--- src/rtl/pong_input_conditioner.sv ---
// pong_input_conditioner
//   Conditions the five raw push-buttons for the Pong bar/ball engine.
//   Each button is synchronised, debounced and edge-detected. Bar buttons
//   also auto-repeat while held. Events are merged into an action word, and
//   each word is framed by the bandera strobe.
// Ports
//   Clock      in   25 MHz system clock
//   Reset      in   asynchronous, active-high reset
//   iBtn       in   [4:0] raw buttons, active-high
//                   [0]=start/pause [1]=bar1 left [2]=bar1 right
//                   [3]=bar0 right  [4]=bar0 left
//   mAccion    out  [4:0] action word; non-zero only inside a frame
//   bandera    out  move strobe; the engine samples mAccion on its rising edge
//   oBtnLevel  out  [4:0] debounced button levels
module pong_input_conditioner #(
  parameter int unsigned DEBOUNCE_CYCLES = 250000,
  parameter int unsigned REPEAT_DELAY    = 5000000,
  parameter int unsigned REPEAT_RATE     = 2500000,
  parameter int unsigned STROBE_CYCLES   = 4
) (
  input  logic       Clock,
  input  logic       Reset,
  input  logic [4:0] iBtn,
  output logic [4:0] mAccion,
  output logic       bandera,
  output logic [4:0] oBtnLevel
);

  typedef enum logic [1:0] {IDLE, SETUP, PULSE, HOLD} state_t;

  state_t      state, state_n;
  logic [4:0]  sync1, sync2, level_d;
  logic [31:0] dcnt [5];
  logic [31:0] rcnt [4:1];
  logic [4:1]  repeating;
  logic [4:0]  press, rfire, ev, pending, pending_n, cand, resolved;
  logic [4:0]  acc_n;
  logic        band_n;
  logic [31:0] scnt, scnt_n;

  // Synchroniser, debounce and previous-level register
  always_ff @(posedge Clock or posedge Reset) begin
    if (Reset) begin
      sync1     <= '0;
      sync2     <= '0;
      oBtnLevel <= '0;
      level_d   <= '0;
      for (int unsigned i = 0; i < 5; i++) dcnt[i] <= '0;
    end else begin
      sync1   <= iBtn;
      sync2   <= sync1;
      level_d <= oBtnLevel;
      for (int unsigned i = 0; i < 5; i++) begin
        if (sync2[i] == oBtnLevel[i]) begin
          dcnt[i] <= '0;
        end else if (dcnt[i] >= 32'(DEBOUNCE_CYCLES - 1)) begin
          oBtnLevel[i] <= sync2[i];
          dcnt[i]      <= '0;
        end else if (dcnt[i] != '1) begin
          dcnt[i] <= dcnt[i] + 32'd1;
        end
      end
    end
  end

  // Events: press on debounced rise; repeats on bar bits while held.
  // rcnt holds the number of cycles since the last event on that bit.
  always_comb begin
    press = oBtnLevel & ~level_d;
    rfire = '0;
    for (int unsigned i = 1; i < 5; i++) begin
      rfire[i] = oBtnLevel[i] && !press[i] &&
                 (repeating[i] ? (rcnt[i] == 32'(REPEAT_RATE))
                               : (rcnt[i] == 32'(REPEAT_DELAY)));
    end
    ev = press | rfire;
  end

  always_ff @(posedge Clock or posedge Reset) begin
    if (Reset) begin
      repeating <= '0;
      for (int unsigned i = 1; i < 5; i++) rcnt[i] <= '0;
    end else begin
      for (int unsigned i = 1; i < 5; i++) begin
        if (!oBtnLevel[i]) begin
          rcnt[i]      <= '0;
          repeating[i] <= 1'b0;
        end else if (press[i]) begin
          rcnt[i]      <= 32'd1;
          repeating[i] <= 1'b0;
        end else if (rfire[i]) begin
          rcnt[i]      <= 32'd1;
          repeating[i] <= 1'b1;
        end else if (rcnt[i] != '1) begin
          rcnt[i] <= rcnt[i] + 32'd1;
        end
      end
    end
  end

  // Conflicting directions of one player cancel each other
  always_comb begin
    cand     = pending | ev;
    resolved = cand;
    if (cand[1] && cand[2]) resolved[2:1] = '0;
    if (cand[3] && cand[4]) resolved[4:3] = '0;
  end

  always_comb begin
    state_n   = state;
    scnt_n    = scnt;
    acc_n     = mAccion;
    band_n    = 1'b0;
    pending_n = pending | ev;
    case (state)
      IDLE: begin
        // Everything visible here is either issued or cancelled
        pending_n = '0;
        acc_n     = '0;
        if (resolved != '0) begin
          acc_n   = resolved;
          state_n = SETUP;
        end
      end
      SETUP: begin
        state_n = PULSE;
        scnt_n  = '0;
        band_n  = 1'b1;
      end
      PULSE: begin
        if (scnt >= 32'(STROBE_CYCLES - 1)) begin
          state_n = HOLD;
        end else begin
          scnt_n = scnt + 32'd1;
          band_n = 1'b1;
        end
      end
      HOLD: begin
        state_n = IDLE;
        acc_n   = '0;
      end
      default: state_n = IDLE;
    endcase
  end

  always_ff @(posedge Clock or posedge Reset) begin
    if (Reset) begin
      state   <= IDLE;
      scnt    <= '0;
      mAccion <= '0;
      bandera <= 1'b0;
      pending <= '0;
    end else begin
      state   <= state_n;
      scnt    <= scnt_n;
      mAccion <= acc_n;
      bandera <= band_n;
      pending <= pending_n;
    end
  end

endmodule

--- config.mk ---
export PLATFORM = sky130hd
export DESIGN_NAME = pong_input_conditioner
export DESIGN_NICKNAME = d
export VERILOG_FILES = /design/src/rtl/pong_input_conditioner.sv
export SDC_FILE = /design/constraint.sdc
export NUM_CORES = 1
export LEC_CHECK = 0
export CORE_MARGIN = 10
export CORE_UTILIZATION = 25
export DETAILED_ROUTE_END_ITERATION = 7
export SETUP_SLACK_MARGIN = 0.1
export SYNTH_ARGS = -nofsm -noshare
export SYNTH_HDL_FRONTEND = slang
export SYNTH_SLANG_ARGS = --single-unit
--- constraint.sdc ---
create_clock -name Clock -period 17.34 [get_ports Clock]
set_clock_uncertainty 0.1 [all_clocks]
set_input_delay 3.468 -clock Clock [delete_from_list [all_inputs] [get_ports Clock]]
set_output_delay 3.468 -clock Clock [all_outputs]
set_load 0.05 [all_outputs]
# Yosys cells after proc, flatten, opt, wreduce, memory -nomap -nowiden
# Index checks and enable logic that the tools add are counted.
[totals] ff_bits=357 in_bits=7 out_inout_bits=11 word_cells=176
[classes] n_addsub=10 order_cmp=6 eq_ne=36 mux=59 bitwise=9 reduce_logical=30
[ops] operator="two-way mux 32 bit" count=32
[ops] operator="adder 32 x 1 -> 32 bit, second input constant" count=10
[ops] operator="!= test 32 bit, second input constant" count=9
[ops] operator="greater-or-equal comparator 32 x 18 -> 1 bit, second input constant" count=5
[ops] operator="equality test 32 x 22 -> 1 bit, second input constant" count=4
[ops] operator="equality test 32 x 23 -> 1 bit, second input constant" count=4
[ops] operator="case mux 32 bit (2 select lines)" count=1
[ops] operator="greater-or-equal comparator 32 x 2 -> 1 bit, second input constant" count=1
[ops] operator="two-way mux 1 bit" count=17
[ops] operator="!= test 4 x 1 -> 1 bit, second input constant" count=4
[ops] operator="nonzero test 3 bit" count=5
[ops] operator="AND reduction 2 bit" count=7
[ops] operator="!= test 3 x 1 -> 1 bit, second input constant" count=4
[ops] operator="logical AND 1 bit" count=10
[ops] operator="two-way mux 5 bit" count=2
[ops] operator="OR 5 bit" count=2
[ops] operator="case mux 5 bit (2 select lines)" count=1
[ops] operator="two-way mux 2 bit" count=4
[ops] operator="case mux 2 bit (4 select lines)" count=1
[ops] operator="!= test 2 bit, second input constant" count=3
[ops] operator="AND 5 bit" count=1
[ops] operator="equality test 1 bit" count=5
[ops] operator="inverter 1 bit" count=5
[ops] operator="inverter 5 bit" count=1
[ops] operator="other kinds (7)" count=12

# Logic depth before layout (Yosys ltp)
[depth] word_depth=12 ltp_mapped=10 mapped_depth_nobuf=9

# Least setup slack after synthesis
# Ideal clock, no wire load.
[synth_path] kind="register to output" from="register oBtnLevel[3]" to="output oBtnLevel[3]" t_arrival_ps=697 required_ps=13772 setup_slack_ps=13075 stages_incl_launch_ff=1 path_buffers=0 path_cell_list="dfrtp_1"
[synth_lines] item="from (decl)" line_no="26" source="output logic [4:0] oBtnLevel"
[synth_lines] item="from (signal, indexed assignment)" line_no="57" source="oBtnLevel[i] <= sync2[i];"
# No word-level cell between the ends.

==> results.yml <==
setup_path:
  cp.arrival_ns: 6.54
  path_max_fanout: 123
  endpoint_kind: "async pin"
  crit_type: "input pin to async pin"
  worst_ep_required_time_ns: 17.76
  critPathLaunchType: "input pin"
final_layout:
  fin_nets: 1730
  fin_util: 0.2976
  areaGrowthSynthToFinish_pct: 17.42
  fin_cells: 2590
  diodes: 0
  drive_gt1_frac: 0.06110
  fillers: 6688
routing:
  wl_um: 33720
  drc: 0
  ant_nets: 0
  routedWlPerCell_um: 13.02
  first_pass_iters: 5
  num_vias: 11850
  drt_iter0_drc: 615
  routed_via_density: 4.575
placed_design:
  dp_cells: 2513
  numPortBuffers: 17
  gp_congestion: 0.7895
  dpl.hpwl_um: 22100
synthesis:
  synth-async-reset-ratio: 1.000
  ys_warn_count: 0
  yosys_most_used_dff: "dfrtp_1"
  synth-seq-cells: 357
  avgSynthCellArea_um2: 10.27
  synthDistinctLibCells: 60
  synth_top_family_by_area: "simple AND/OR/NAND/NOR gates"
  synth_compound_area_frac: 0.05350
  muxShareOfSynthArea: 0.01152
  synth-seq-area-share: 0.5449
  synth-simple-area-share: 0.2583
  synth_xor_area_frac: 0.09936
  synthCells: 1596
  synth_edf_count: 0
  synth-adder-area-share: 0.01450
  post_synth_instance_area_um2: 16400
clocking:
  clk_latency_ns: 0.56
  clk_pin_slew_ns: 0.05
  ctsHtreeMaxLevel: 2
  cts_resized: 0
  cts_root_buf: "clkbuf_16"
  cts_tree: "built"
  post_cts_buffers: 0
  cts_hold_buf: 0
  clkSinkCount: 357
  cts_buffers: 44
  cts_max_path_buffers: 3
die:
  pin_count: 18
  die_area_um2: 76230
  die_width_um: 276.1
  start_util: 0.2534
  rows: 93
  fp.dieH_um: 276.1
  core_area_um2: 64700
timing:
  fin_tns_setup_ns: 0
  min_period_ns: 6.117
  rsz0062_at_grt: "false"
  finalCritPeriodShare: 0.3528
  hold_violations: 0
  fmax_ghz: 0.1635
  finalMaxSlewViolations: 0
  finalSetupViolCount: 0
  worstMarginPinSlew_ns: 1.217
  relSlewSlack: 0.1849
global_routing:
  grt.total_usage: 0.08818
  antenna_found_initial: 0
  overflow: 0
  grt_max_degree: 124
  grt_pass1_vias: 12000
  grt_pass1_wl_um: 58860
power_and_ir_drop:
  power_density_nw_per_um2: 101.2
  ir_worst_vdd_mv: 0.05475
  power_leakage_nw: 7.752
worst_hold_path:
  hp-class: "flop to flop"
status:
  outcome: "complete, no violations"
job:
  maxCapViolations: 0
[flip-flops by register name, indices dropped and copies added, names as in the netlist]
register and count:
dcnt 160, sync2 5, bandera 1, oBtnLevel 5
rcnt 128, state 2, repeating 4, level_d 5
sync1 5, mAccion 5, pending 5, scnt 32
[worst paths after layout]
path,slack (ns),to,cells after the start,from
worst min register to register,0.25,sync2[1],0,sync1[1]
worst min-delay path,0.25,sync2[1],0,sync1[1]
max in group Clock,11.76,oBtnLevel[3],1,oBtnLevel[3]
min in group asynchronous,3.42,sync1[3],2,Reset
worst max-delay path,11.22,dcnt[131],4,Reset
worst max register to register,14.28,state[1],9,rcnt[64]
[synthesized netlist by cell type, types with 11 or more instances]
master | n | area [µm²]
dfrtp_1 | 357 | 8934
nor2_1 | 283 | 1062
nand2_1 | 123 | 461.7
xor2_1 | 99 | 867.1
xnor2_1 | 87 | 762.0
nand4_1 | 86 | 538.0
nand3_1 | 63 | 315.3
nor4_1 | 48 | 300.3
nor3_1 | 44 | 220.2
inv_1 | 41 | 153.9
and3_1 | 38 | 237.7
a21oi_1 | 37 | 185.2
and4_1 | 26 | 227.7
clkbuf_1 | 24 | 90.09
or3_1 | 21 | 131.4
o21ai_0 | 20 | 100.1
ha_1 | 19 | 237.7
nor4b_1 | 18 | 157.7
a31oi_1 | 16 | 100.1
mux2i_1 | 11 | 110.1
[cell families (layout without fill, tap and decap cells)]
kind of cell	count (synthesis)	count (layout)
other cells	1	70
compound gates	124	124
simple gates	818	818
xor+xnor	186	186
mux	18	18
fa+ha+maj	19	19
buf+inv	73	143
flops	357	357
[routing by layer]
metal | wire length, µm | track usage
met1 | 15330 | 0.1097
met4 | 784 | 0.02949
met2 | 16410 | 0.1504
met5 | 0 | 0
met3 | 1195 | 0.01721
[placed cells by master, fill, tap and decap left out, drive strengths merged, types with 5 or more instances in the layout]
cell type and n:
dfrtp 357, nor2 283, nand2 123, xor2 99
nand4 88, xnor2 87, conb 70, clkbuf 66
nand3 63, nor4 50, nor3 45, inv 43
and3 38, a21oi 37, and4 26, or3 21
o21ai 21, ha 19, nor4b 18, a31oi 18
clkdlybuf4s50 17, mux2i 11, and2 9, nor3b 9
nor4bb 8, buf 8, o41ai 8, and4bb 7
nor2b 7, mux2 7, a41oi 5, and4b 5
o211ai 5, nand3b 5, nand2b 5, o21a 5
clkinv 5
[where the power goes]
part | leakage (nW) | switching, mW | total [mW] | internal, mW
combinational | 2.30 | 0.115 | 0.167 | 0.0523
sequential | 4.75 | 0.0180 | 0.880 | 0.862
clock | 0.697 | 0.354 | 0.902 | 0.548
total | 7.75 | 0.487 | 1.95 | 1.46
[per-stage QoR]
step	power [mW]	instance area, µm²	hold WS (ns)	worst slack (ns)
final	1.949	19250	0.2461	11.22
after global placement	1.065	17830	0.2326	10.53
after global routing	2.038	19250	0.2508	10.68
after CTS	1.990	19250	0.2470	11.01
after detailed placement	1.068	17830	0.2347	10.43
after floorplan	1.000	16650	0.2312	3.867
[cell type report]
class                   instances  area [µm²]  share of cell area
multi-input cells            1235        7431              0.3860
clock buffers                  66        1305             0.06778
well taps                     855        1070             0.05557
flip-flops and latches        357        8934              0.4640
repair buffers                 25       230.2             0.01196
clock inverters                11       121.4            0.006304
inverters                      41       161.4            0.008384
[worst max-delay path, stage by stage]
cell	delay, ns
clkdlybuf4s50_1	0.50
inv_8	0.62
buf_4	0.91
buf_4	0.89
Power figures use the tool's default switching activity.
